File: config.mk
export PLATFORM = sky130hd
export DESIGN_NAME = mem_stage
export DESIGN_NICKNAME = d
export VERILOG_FILES = /design/src/rtl/mem_stage.sv
export SDC_FILE = /design/constraint.sdc
export NUM_CORES = 1
export LEC_CHECK = 0
export BUFFER_PORTS_ARGS = -buffer_cell sky130_fd_sc_hd__buf_2
export CORE_AREA = 3 3 115 117
export DETAILED_ROUTE_END_ITERATION = 8
export DIE_AREA = 0 0 118 120
export PLACE_DENSITY_LB_ADDON = 0.15
export REMOVE_ABC_BUFFERS = 1
export SLEW_MARGIN = 20
export SYNTH_ARGS = -nofsm -noshare
export SYNTH_HDL_FRONTEND = slang
export SYNTH_SLANG_ARGS = --single-unit
File: constraint.sdc
create_clock -name clk -period 1.95 [get_ports clk]
set_clock_uncertainty 0.1 [all_clocks]
set_input_delay 0.39 -clock clk [delete_from_list [all_inputs] [get_ports clk]]
set_output_delay 0.39 -clock clk [all_outputs]
set_load 0.01 [all_outputs]
File: src/rtl/mem_stage.sv
// Memory-access stage of the 5-stage MIPS pipeline: drives a req/ack data bus with wait states
// and timeout, and owns the MEM/WB pipeline register feeding writeback and forwarding.
module mem_stage #(
   parameter int unsigned ADDR_W      = 32,
   parameter int unsigned MEM_TIMEOUT = 255
) (
   input  logic              clk,
   input  logic              rst,
   input  logic [31:0]       res_ex,
   input  logic [31:0]       write_data_ex,
   input  logic [4:0]        write_register_ex,
   input  logic [2:0]        m_MEM,
   input  logic [1:0]        wb_MEM,
   input  logic              zero,
   output logic              dmem_req,
   output logic              dmem_we,
   output logic [ADDR_W-1:0] dmem_addr,
   output logic [31:0]       dmem_wdata,
   input  logic [31:0]       dmem_rdata,
   input  logic              dmem_ack,
   output logic              stall_mem,
   output logic              pcsrc,
   output logic [31:0]       read_data_wb,
   output logic [31:0]       alu_res_wb,
   output logic [4:0]        rd_WB,
   output logic [1:0]        wb_WB,
   output logic [31:0]       write_data_reg,
   output logic              align_err,
   output logic              bus_err
);

   localparam logic [1:0] StIdle = 2'd0;
   localparam logic [1:0] StWait = 2'd1;
   localparam logic [1:0] StErr  = 2'd2;

   localparam logic [15:0] Timeout = 16'(MEM_TIMEOUT);

   logic [1:0]  state_q, state_d;
   logic [15:0] cnt_q, cnt_d;
   logic        bus_err_q;
   logic [31:0] read_data_q, alu_res_q;
   logic [4:0]  rd_q;
   logic [1:0]  wb_q;

   logic mem_op, access, ld_done, req, stall, bubble;

   assign mem_op    = m_MEM[1] | m_MEM[0];
   assign access    = mem_op & (res_ex[1:0] == 2'b00);
   assign align_err = mem_op & (res_ex[1:0] != 2'b00);
   assign pcsrc     = m_MEM[2] & zero;

   assign dmem_addr  = res_ex[ADDR_W-1:0];
   assign dmem_wdata = write_data_ex;
   assign dmem_we    = m_MEM[0];

   always_comb begin
      state_d = state_q;
      cnt_d   = cnt_q;
      req     = 1'b0;
      stall   = 1'b0;
      ld_done = 1'b0;
      case (state_q)
         StIdle: begin
            req = access;
            if (access) begin
               if (dmem_ack) begin
                  ld_done = ~m_MEM[0];
               end else begin
                  stall   = 1'b1;
                  state_d = StWait;
                  cnt_d   = '0;
               end
            end
         end
         StWait: begin
            req = 1'b1;
            if (dmem_ack) begin
               ld_done = ~m_MEM[0];
               state_d = StIdle;
            end else begin
               stall = (cnt_q != Timeout);
               cnt_d = cnt_q + 16'd1;
               // Last stalled WAIT cycle; ERR then lets the instruction retire as a bubble.
               if (cnt_q >= Timeout - 16'd1) begin
                  state_d = StErr;
               end
            end
         end
         StErr:   state_d = StIdle;
         default: state_d = StIdle;
      endcase
   end

   assign dmem_req  = req & ~rst;
   assign stall_mem = stall & ~rst;
   assign bubble    = align_err | (state_q == StErr);

   always_ff @(posedge clk) begin
      if (rst) begin
         state_q     <= StIdle;
         cnt_q       <= '0;
         bus_err_q   <= 1'b0;
         read_data_q <= '0;
         alu_res_q   <= '0;
         rd_q        <= '0;
         wb_q        <= '0;
      end else begin
         state_q <= state_d;
         cnt_q   <= cnt_d;
         if (state_d == StErr) begin
            bus_err_q <= 1'b1;
         end
         // MEM/WB holds during a stall so WB forwarding stays valid for the frozen EX instruction.
         if (!stall) begin
            alu_res_q <= res_ex;
            rd_q      <= write_register_ex;
            wb_q      <= bubble ? 2'b00 : wb_MEM;
            if (ld_done) begin
               read_data_q <= dmem_rdata;
            end
         end
      end
   end

   assign read_data_wb   = read_data_q;
   assign alu_res_wb     = alu_res_q;
   assign rd_WB          = rd_q;
   assign wb_WB          = wb_q;
   assign bus_err        = bus_err_q;
   assign write_data_reg = wb_q[0] ? read_data_q : alu_res_q;

endmodule
==> impl_metrics.env, run 1 <==
export IMPL_diodes=0
export IMPL_hold_violations=0
export IMPL_dieArea_sq_um=14200
export IMPL_timing_final_ws_setup_ns=-0.0479
export IMPL_ys_dominant_reg_cell="dfxtp_1"
export IMPL_synth_lib_cells_used_distinct=43
export IMPL_hold_path_class="primary input to flop"
export IMPL_layout_filler_cells=1208
export IMPL_antenna_violating_nets_post_route=0
export IMPL_syn_avg_cell_area_sq_um=9.03
export IMPL_violations="setup timing"
export IMPL_synth_xor_area_frac=0
export IMPL_yosys_area_share_simple=0.209
export IMPL_cell_chain_critical_path="ha_4 > and4_4 > nand2_4 > o21ai_2 > a211oi_2 > buf_2"
export IMPL_pin_count=283
export IMPL_detailroute_via_count=4752
export IMPL_cts_inserted_buffers=9
export IMPL_fin_worst_hold_slack_ns=0.187
export IMPL_rows=41
export IMPL_synth_commonest_cells="dfxtp_1, nand2b_1, buf_4"
export IMPL_worst_slew_pin_slew_ns=0.408
export IMPL_synth_seq_area_share=0.359
export IMPL_multiplexer_share_of_the_synthesized_area=0.161
export IMPL_min_period_over_period=1.02
export IMPL_number_of_synthesis_warnings=0
export IMPL_cts_htree_levels=3
export IMPL_power_leakage_nw=2.81
export IMPL_post_layout_total_power_mw=4.30
export IMPL_outcome="complete, but fails checks"
export IMPL_clock_latency_of_the_later_clocked_register_in_the_worst_skew_pair_ns=0.34
export IMPL_synth_adder_area_share=0.00498
export IMPL_grt_pass1_vias=4523
export IMPL_port_buffer_count=218
export IMPL_post_synth_main_area_contributors="dfxtp_1, nand2b_1, buf_4"
export IMPL_final_nets=834
export IMPL_synth_area_sq_um=5020
export IMPL_clock_tree_buffer_depth=2
export IMPL_critical_path_max_stage_delay_ns=0.33
export IMPL_grt_first_pass_wirelength_um=24500
export IMPL_worst_path_max_fanout=2
export IMPL_crit_path_top_delay_cell="dfxtp_2"
export IMPL_synth_compound_gate_area_share=0.125
export IMPL_drtPass1Iterations=4
export IMPL_setup_viol=1
export IMPL_netlist_area_leader_share=0.359
export IMPL_place_gp_congestion=0.874
export IMPL_power_density_nw_per_um2=669
export IMPL_maximum_number_of_pins_on_one_net_before_global_route_repair=63
export IMPL_chipHeight_um=120
export IMPL_wl_per_cell_um=17.9
export IMPL_largest_family_of_logic_cells_by_synthesized_area="simple AND/OR/NAND/NOR gates"
export IMPL_synth_enable_flop_cells=0
export IMPL_irDropWorstVdd_mv=0.312
export IMPL_globalRouteTotalUtil=0.218
export IMPL_holdBufCountCts=0
export IMPL_drcViolationCount=0
export IMPL_period_needed_ns=2.00
export IMPL_clk_root_buffer_cell="clkbuf_16"
export IMPL_synthesis_instances=556
export IMPL_post_synth_top_count_cell="dfxtp_1"
export IMPL_hpwl_um=12300
export IMPL_yosysTopAreaCell="dfxtp_1"
export IMPL_dieWidth_um=118
export IMPL_asyncSetResetFlopFracSynth=0
export IMPL_maxCapViolCount=0
export IMPL_gr_total_overflow=0
export IMPL_synth_seq_cells=90
export IMPL_area_taken_by_multi_input_logic_gates_sq_um=2620
export IMPL_critPathArrivalTime_ns=1.51
export IMPL_slew_headroom=0.724
export IMPL_maximum_clock_rate_mhz=501
export IMPL_layout_cell_share_with_drive_strength_beyond_1=0.465
export IMPL_rsz0062_at_grt="true"
export IMPL_wirelength_um=16000
export IMPL_initialDrtViolationCount=174
export IMPL_cts_sinks=90
export IMPL_cp_start_kind="flop"
export IMPL_path_class="flop to output port"
export IMPL_layout_area_overhead_vs_synth_pct=28.0
export IMPL_core_sq_um=12500
export IMPL_drt_via_density=5.30
export IMPL_critical_path_endpoint_type="output port"
export IMPL_slew_viols_final=0
export IMPL_antenna_found_initial=0
export IMPL_clock_transition_at_the_registers_of_the_reported_paths_ns=0.06
export IMPL_dpl_worst_slack_ns=-0.155
export IMPL_tritoncts="yes"
export IMPL_timing_critical_path_required_ns=1.46
export IMPL_floorplan_initialDensity=0.403
export IMPL_fin_tns_setup_ns=-0.0479
export IMPL_regArea_sq_um=1810
critical path: cells and delay by family (launching register included):
kind                       cells  cell delay, ns
and+or+nand+nor                2            0.22
AOI/OAI and AO/OA              2            0.28
adders and majority gates      1            0.16
buffers and inverters          1            0.17
DFF                            1            0.33
final cells by class:
type                            count  area share
Clock buffer                       11      0.0378
Clock inverter                      3     0.00273
Inverter                            4     0.00234
Multi-Input combinational cell    351       0.408
Sequential cell                    90       0.282
Tap cell                          172      0.0335
Timing Repair Buffer              266       0.234
stage by stage:
| step | instances | utilization | cell area (sq um) |
|---|---|---|---|
| 2_1_floorplan | 445 | - | 4330 |
| 3_5_place_dp | 879 | 0.484 | 6040 |
| 6_report | 897 | 0.516 | 6430 |
| 5_1_grt | 897 | 0.516 | 6430 |
| 4_1_cts | 896 | 0.513 | 6400 |
| 3_3_place_gp | 879 | 0.484 | 6040 |
logic make-up (layout without fill, tap and decap cells):
logic type | after synthesis | in the layout
and+or+nand+nor | 175 | 175
buffers and inverters | 115 | 284
AOI/OAI and AO/OA | 97 | 97
DFF | 90 | 90
muxes | 77 | 77
adders and majority gates | 2 | 2
cell usage in the layout (no fill, tap or decap), types with 3 or more instances in the layout:
cell type / instances
buf_12: 4
dfxtp_1: 84
nand2b_1: 84
buf_2: 218
a21oi_1: 41
nand3_1: 6
nand4_1: 35
clkbuf_16: 9
nor2_1: 3
buf_4: 44
inv_1: 3
mux2_2: 32
mux2i_1: 45
or4_1: 4
o21ai_0: 4
dfxtp_2: 4
o31ai_1: 37
nand2_1: 15
nor4_1: 4
state kept, by name (all words and copies together) (netlist names):
signal	cells
bus_err	1
wb_WB	2
rd_WB	5
read_data_wb	32
state_q	2
cnt_q	16
alu_res_wb	32
path summary, 6_finish.rpt:
check	start	slack (ns)	endpoint	depth (start not counted)
setup / recovery	cnt_q[1]	-0.05	stall_mem	6
hold / removal	wb_MEM[0]	0.19	wb_WB[0]	3
setup reg to reg	cnt_q[1]	0.09	cnt_q[8]	8
hold reg to reg	bus_err	0.35	bus_err	2
metal layers:
| layer | vias up | part of all wire | GRT usage |
|---|---|---|---|
| met4 | 2 | 0.015 | 0.0733 |
| met2 | 224 | 0.48 | 0.351 |
| met3 | 18 | 0.080 | 0.0759 |
| met5 | - | 0.0026 | 0.0221 |
| li1 | 2265 | - | - |
| met1 | 2243 | 0.42 | 0.270 |
power breakdown:
part	internal, mW	switching, mW	leakage (nW)
Combinational	0.356	0.395	1.95
Sequential	1.91	0.0576	0.740
Clock	0.880	0.700	0.127
repair_timing:
item,4_1_cts,5_1_grt
endpoints found under the setup margin,31,20
resized for setup,21,5
pin swaps,7,3
buffers inserted,3,1
No activity file was read; power rests on OpenSTA's default activity.
==> inputs of run 2 (changes only) <==
CORE_AREA = 2 2 114 116   (was 3 3 115 117)
DIE_AREA = 0 0 116 118   (was 0 0 118 120)
==> run 2 against run 1 <==
Against the previous run:
- critical endpoint unchanged
- setup slack got worse by 0.10 ns
- worst hold slack better by 0.0064 ns
- critical path type unchanged
- global-route usage increased by 0.32 points
- the flow still finishes with violations (setup timing)
- non-clock buffer count up 8
- largest power group unchanged
- design area up 3.4%
- sequential cell count is the same
- register-to-register slack lost 0.23 ns
- first-iteration DRC count grew 39%
==> impl_metrics.env, run 2 (synthesis results as in run 1) <==
export IMPL_outcome="complete, but fails checks"
export IMPL_violations="setup timing"
export IMPL_timing_critical_path_required_ns=1.46
export IMPL_fin_worst_hold_slack_ns=0.193
export IMPL_cell_chain_critical_path="ha_4 > and4_4 > nand2_4 > o21ai_2 > a211oi_2 > buf_2"
export IMPL_path_class="flop to output port"
export IMPL_clock_latency_of_the_later_clocked_register_in_the_worst_skew_pair_ns=0.34
export IMPL_slew_viols_final=0
export IMPL_reg2reg_from="cnt_q[1]"
export IMPL_timing_final_ws_setup_ns=-0.151
export IMPL_irDropWorstVdd_mv=0.409
export IMPL_layout_area_overhead_vs_synth_pct=32.3
export IMPL_wl_per_cell_um=18.6
export IMPL_mostFrequentLayoutCells="buf_2, dfxtp_1, nand2b_1"
export IMPL_clk_root_buffer_cell="clkbuf_16"
export IMPL_hpwl_um=11500
export IMPL_globalRouteTotalUtil=0.221
export IMPL_grt_first_pass_wirelength_um=23600
export IMPL_clock_tree_buffer_depth=2
export IMPL_setup_viol=40
export IMPL_critical_path_max_stage_delay_ns=0.33
export IMPL_min_period_over_period=1.08
export IMPL_wirelength_um=16800
export IMPL_diodes=0
export IMPL_drt_via_density=5.30
export IMPL_clock_transition_at_the_registers_of_the_reported_paths_ns=0.06
export IMPL_dieArea_sq_um=13700
export IMPL_rows=41
export IMPL_tritoncts="yes"
export IMPL_layout_cell_share_with_drive_strength_beyond_1=0.464
export IMPL_hold_start="wb_MEM[0]"
export IMPL_power_leakage_nw=2.91
export IMPL_hold_path_class="primary input to flop"
export IMPL_gr_total_overflow=0
export IMPL_maximum_clock_rate_mhz=476
export IMPL_maxCapViolCount=0
export IMPL_core_sq_um=12400
export IMPL_critical_path_endpoint_type="output port"
export IMPL_initialDrtViolationCount=242
export IMPL_holdBufCountCts=0
export IMPL_rsz0062_at_grt="true"
export IMPL_power_density_nw_per_um2=674
export IMPL_pin_count=283
export IMPL_cts_inserted_buffers=9
export IMPL_setup_worst_path_start="cnt_q[1]"
export IMPL_worst_path_max_fanout=2
export IMPL_critPathArrivalTime_ns=1.61
export IMPL_fin_cells=905
export IMPL_cp_start_kind="flop"
export IMPL_detailroute_via_count=4797
export IMPL_timing_critical_path_max_delay_family="flip-flops"
export IMPL_port_buffer_count=218
export IMPL_dp_cells=876
export IMPL_grt_pass1_vias=4319
export IMPL_antenna_found_initial=0
export IMPL_layout_commonest_cell="buf_2"
export IMPL_floorplan_initialDensity=0.404
export IMPL_dieWidth_um=116
export IMPL_hold_violations=0
export IMPL_period_needed_ns=2.10
export IMPL_cts_htree_levels=3
export IMPL_crit_path_top_delay_cell="dfxtp_2"
export IMPL_chipHeight_um=118
export IMPL_final_core_utilization=0.535
export IMPL_slew_headroom=0.739
export IMPL_worst_slew_pin_slew_ns=0.391
export IMPL_maximum_number_of_pins_on_one_net_before_global_route_repair=44
export IMPL_cp_num_buf_inv=1
export IMPL_dpl_worst_slack_ns=-0.0349
export IMPL_antenna_violating_nets_post_route=0
export IMPL_drcViolationCount=0
export IMPL_drtPass1Iterations=4
export IMPL_cts_sinks=90
export IMPL_final_nets=842
export IMPL_place_gp_congestion=0.893
run 2: cell count changes in the layout (fill, tap and decap cells not counted), sizes merged:
cell and change:
clkbuf +7, clkinv -1, buf +2, clkinvlp -1, bufinv +1
run 2: through the flow:
step | area, sq um | setup TNS, ns | total power [mW]
floorplan | 4330 | -123.10 | 2.33
global placement | 6030 | -0.114 | 2.74
detailed placement | 6030 | -0.358 | 2.75
CTS | 6400 | -1.65 | 4.48
global route | 6650 | -7.10 | 4.68
finish | 6650 | -4.47 | 4.48
run 2: report_power, final:
group,switching [mW],internal (mW)
combinational,0.415,0.392
sequential,0.0544,1.91
clock,0.692,1.02
run 2: final timing paths:
| check | slack (ns) | depth (start not counted) | endpoint |
|---|---|---|---|
| max | -0.15 | 6 | stall_mem |
| min | 0.19 | 3 | wb_WB[0] |
| max reg2reg | -0.14 | 9 | alu_res_wb[25] |
| min reg2reg | 0.36 | 2 | bus_err |
run 2: area by class of cell:
class	instances	area, sq um
repair buffers	274	1710
multi-input cells	351	2610
inverters	4	15.0
fillers	1178	5770
clock buffers	12	246
clock inverters	2	38.8
flip-flops and latches	90	1810
well taps	172	215
run 2: what timing repair did:
item,4_1_cts,5_1_grt
buffers inserted,4,5
hold endpoints to repair,0,0
gates cloned,0,8
pin swaps,3,4
resized for setup,13,15
endpoints found under the setup margin,1,47
run 2: worst register-to-register path: stages, from the launching register on:
cell and delay (ns):
dfxtp_2 0.33, ha_4 0.15, and4_4 0.20, buf_4 0.14, buf_6 0.10, and4_4 0.19, a211oi_4 0.27, buf_6 0.19
clkbuf_16 0.16, mux2i_1 0.19
run 2: per-layer routing:
metal  wire [um]  track usage  vias to the layer above
met5          53       0.0431                        -
met4         109       0.0528                        2
met3        1450       0.0819                       14
met2        7740        0.347                      228
met1        7440        0.283                     2284
li1            -            -                     2269
==> inputs of run 3 (changes only) <==
PLACE_DENSITY = 0.89   (was default)
PLACE_DENSITY_LB_ADDON = default   (was 0.15)
RECOVER_POWER = 100   (was default)
==> run 3 against run 2 <==
Against the previous run:
- the run still ends with setup timing left
- worst hold slack lost 0.0047 ns
- setup slack gained 0.055 ns
- total power shrank 2.3%
- global-route usage shrank 0.11 points
- final cell count shrank 1.2%
- critical path type unchanged
- critical endpoint unchanged
==> impl_metrics.env, run 3 (synthesis results as in run 1) <==
export IMPL_outcome="complete, but fails checks"
export IMPL_violations="setup timing"
export IMPL_hold_path_class="primary input to flop"
export IMPL_rows=41
export IMPL_final_core_utilization=0.505
export IMPL_diodes=0
export IMPL_clock_tree_buffer_depth=2
export IMPL_cp_start_kind="flop"
export IMPL_layout_commonest_cell="clkbuf_1"
export IMPL_antenna_found_initial=0
export IMPL_drtPass1Iterations=5
export IMPL_initialDrtViolationCount=426
export IMPL_power_leakage_nw=2.38
export IMPL_dieWidth_um=116
export IMPL_clock_transition_at_the_registers_of_the_reported_paths_ns=0.06
export IMPL_mostFrequentLayoutCells="clkbuf_1, buf_2, nand2b_1, dfxtp_1, mux2i_1"
export IMPL_global_route_peak_usage_layer="met2"
export IMPL_drcViolationCount=0
export IMPL_port_buffer_count=218
export IMPL_cts_inserted_buffers=9
export IMPL_timing_critical_path_required_ns=1.46
export IMPL_layout_cell_share_with_drive_strength_beyond_1=0.295
export IMPL_hold_violations=0
export IMPL_maximum_number_of_pins_on_one_net_before_global_route_repair=56
export IMPL_slew_viols_final=0
export IMPL_cts_sinks=90
export IMPL_drt_via_density=5.41
export IMPL_rsz0062_at_grt="true"
export IMPL_grt_met3_usage=0.0747
export IMPL_gr_total_overflow=0
export IMPL_floorplan_initialDensity=0.404
export IMPL_crit_path_top_delay_cell="dfxtp_2"
export IMPL_path_class="flop to output port"
export IMPL_critPathArrivalTime_ns=1.56
export IMPL_tritoncts="yes"
export IMPL_layout_area_overhead_vs_synth_pct=24.9
export IMPL_worst_path_max_fanout=2
export IMPL_period_needed_ns=2.05
export IMPL_worst_slew_pin_slew_ns=0.769
export IMPL_timing_final_ws_setup_ns=-0.0951
export IMPL_min_period_over_period=1.05
export IMPL_final_nets=830
export IMPL_grt_pass1_vias=4513
export IMPL_wl_per_cell_um=17.9
export IMPL_clk_root_buffer_cell="clkbuf_16"
export IMPL_grt_first_pass_wirelength_um=23400
export IMPL_maxCapViolCount=0
export IMPL_detailroute_via_count=4841
export IMPL_slew_headroom=0.487
export IMPL_cell_chain_critical_path="ha_4 > and4_4 > nand2_4 > o21ai_2 > a211oi_2 > buf_2"
export IMPL_setup_viol=1
export IMPL_grtUsageMet2=0.345
export IMPL_chipHeight_um=118
export IMPL_worst_hold_path_num_cells=3
export IMPL_hpwl_um=11300
export IMPL_dpl_worst_slack_ns=-0.0196
export IMPL_place_gp_congestion=0.846
export IMPL_wirelength_um=16000
export IMPL_power_density_nw_per_um2=698
export IMPL_critical_path_max_stage_delay_ns=0.33
export IMPL_dieArea_sq_um=13700
export IMPL_r2r_worst_path_cells=7
export IMPL_post_layout_total_power_mw=4.38
export IMPL_irDropWorstVdd_mv=0.468
export IMPL_critical_path_endpoint_type="output port"
export IMPL_globalRouteMet1Util=0.271
export IMPL_pin_count=283
export IMPL_antenna_violating_nets_post_route=0
export IMPL_clock_latency_of_the_later_clocked_register_in_the_worst_skew_pair_ns=0.34
export IMPL_cts_htree_levels=3
export IMPL_globalRouteTotalUtil=0.220
export IMPL_core_sq_um=12400
export IMPL_maximum_clock_rate_mhz=489
## run 3: metrics by stage
step,hold slack [ns],instances,cell area [sq um],TNS [ns]
5_1_grt,0.198,894,6270,-0.495
6_report,0.189,894,6270,-0.0951
2_1_floorplan,0.343,445,4330,-123.10
4_1_cts,0.174,890,6370,-0.103
3_3_place_gp,0.338,872,5990,0
3_5_place_dp,0.356,872,5990,-0.0650
## run 3: final timing paths
check             slack (ns)       from       endpoint
setup reg to reg        0.04   cnt_q[1]  alu_res_wb[6]
hold reg to reg         0.36    bus_err        bus_err
hold / removal          0.19  wb_MEM[1]       wb_WB[1]
setup / recovery        -0.1   cnt_q[1]      stall_mem
## run 3: metal layers
layer / vias up / wire length, um
met4: 2 / 346
li1: 2247 / -
met2: 246 / 7510
met5: - / 41
met1: 2318 / 6810
met3: 28 / 1260
## run 3: power by group
| part | total (mW) | leakage, nW | internal [mW] | switching (mW) |
|---|---|---|---|---|
| registers | 1.97 | 0.739 | 1.91 | 0.0593 |
| logic | 0.726 | 1.50 | 0.322 | 0.404 |
| clock network | 1.68 | 0.137 | 0.964 | 0.718 |
## run 3: what timing repair did
item                       4_1_cts  5_1_grt
cloned                           1        1
setup endpoints to repair        5       23
hold endpoints to repair         0        0
gates resized for setup         15        9
hold buffers                     0        0
buffers inserted                 2        3
pin swaps                        4        3
## run 3: layout make-up
type | instances | area, sq um
fill | 1232 | 6140
inverter | 4 | 15.0
tap | 172 | 215
sequential | 90 | 1810
multi-input combinational | 351 | 2610
clock inverter | 3 | 23.8
clock buffer | 12 | 267
timing repair buffer | 262 | 1330
## run 3: critical path, delay by kind of cell (launching register included)
| family | cells | cell delay [ns] |
|---|---|---|
| AOI/OAI and AO/OA | 2 | 0.28 |
| buffers and inverters | 1 | 0.17 |
| adders and majority gates | 1 | 0.15 |
| and+or+nand+nor | 2 | 0.27 |
| DFF | 1 | 0.33 |
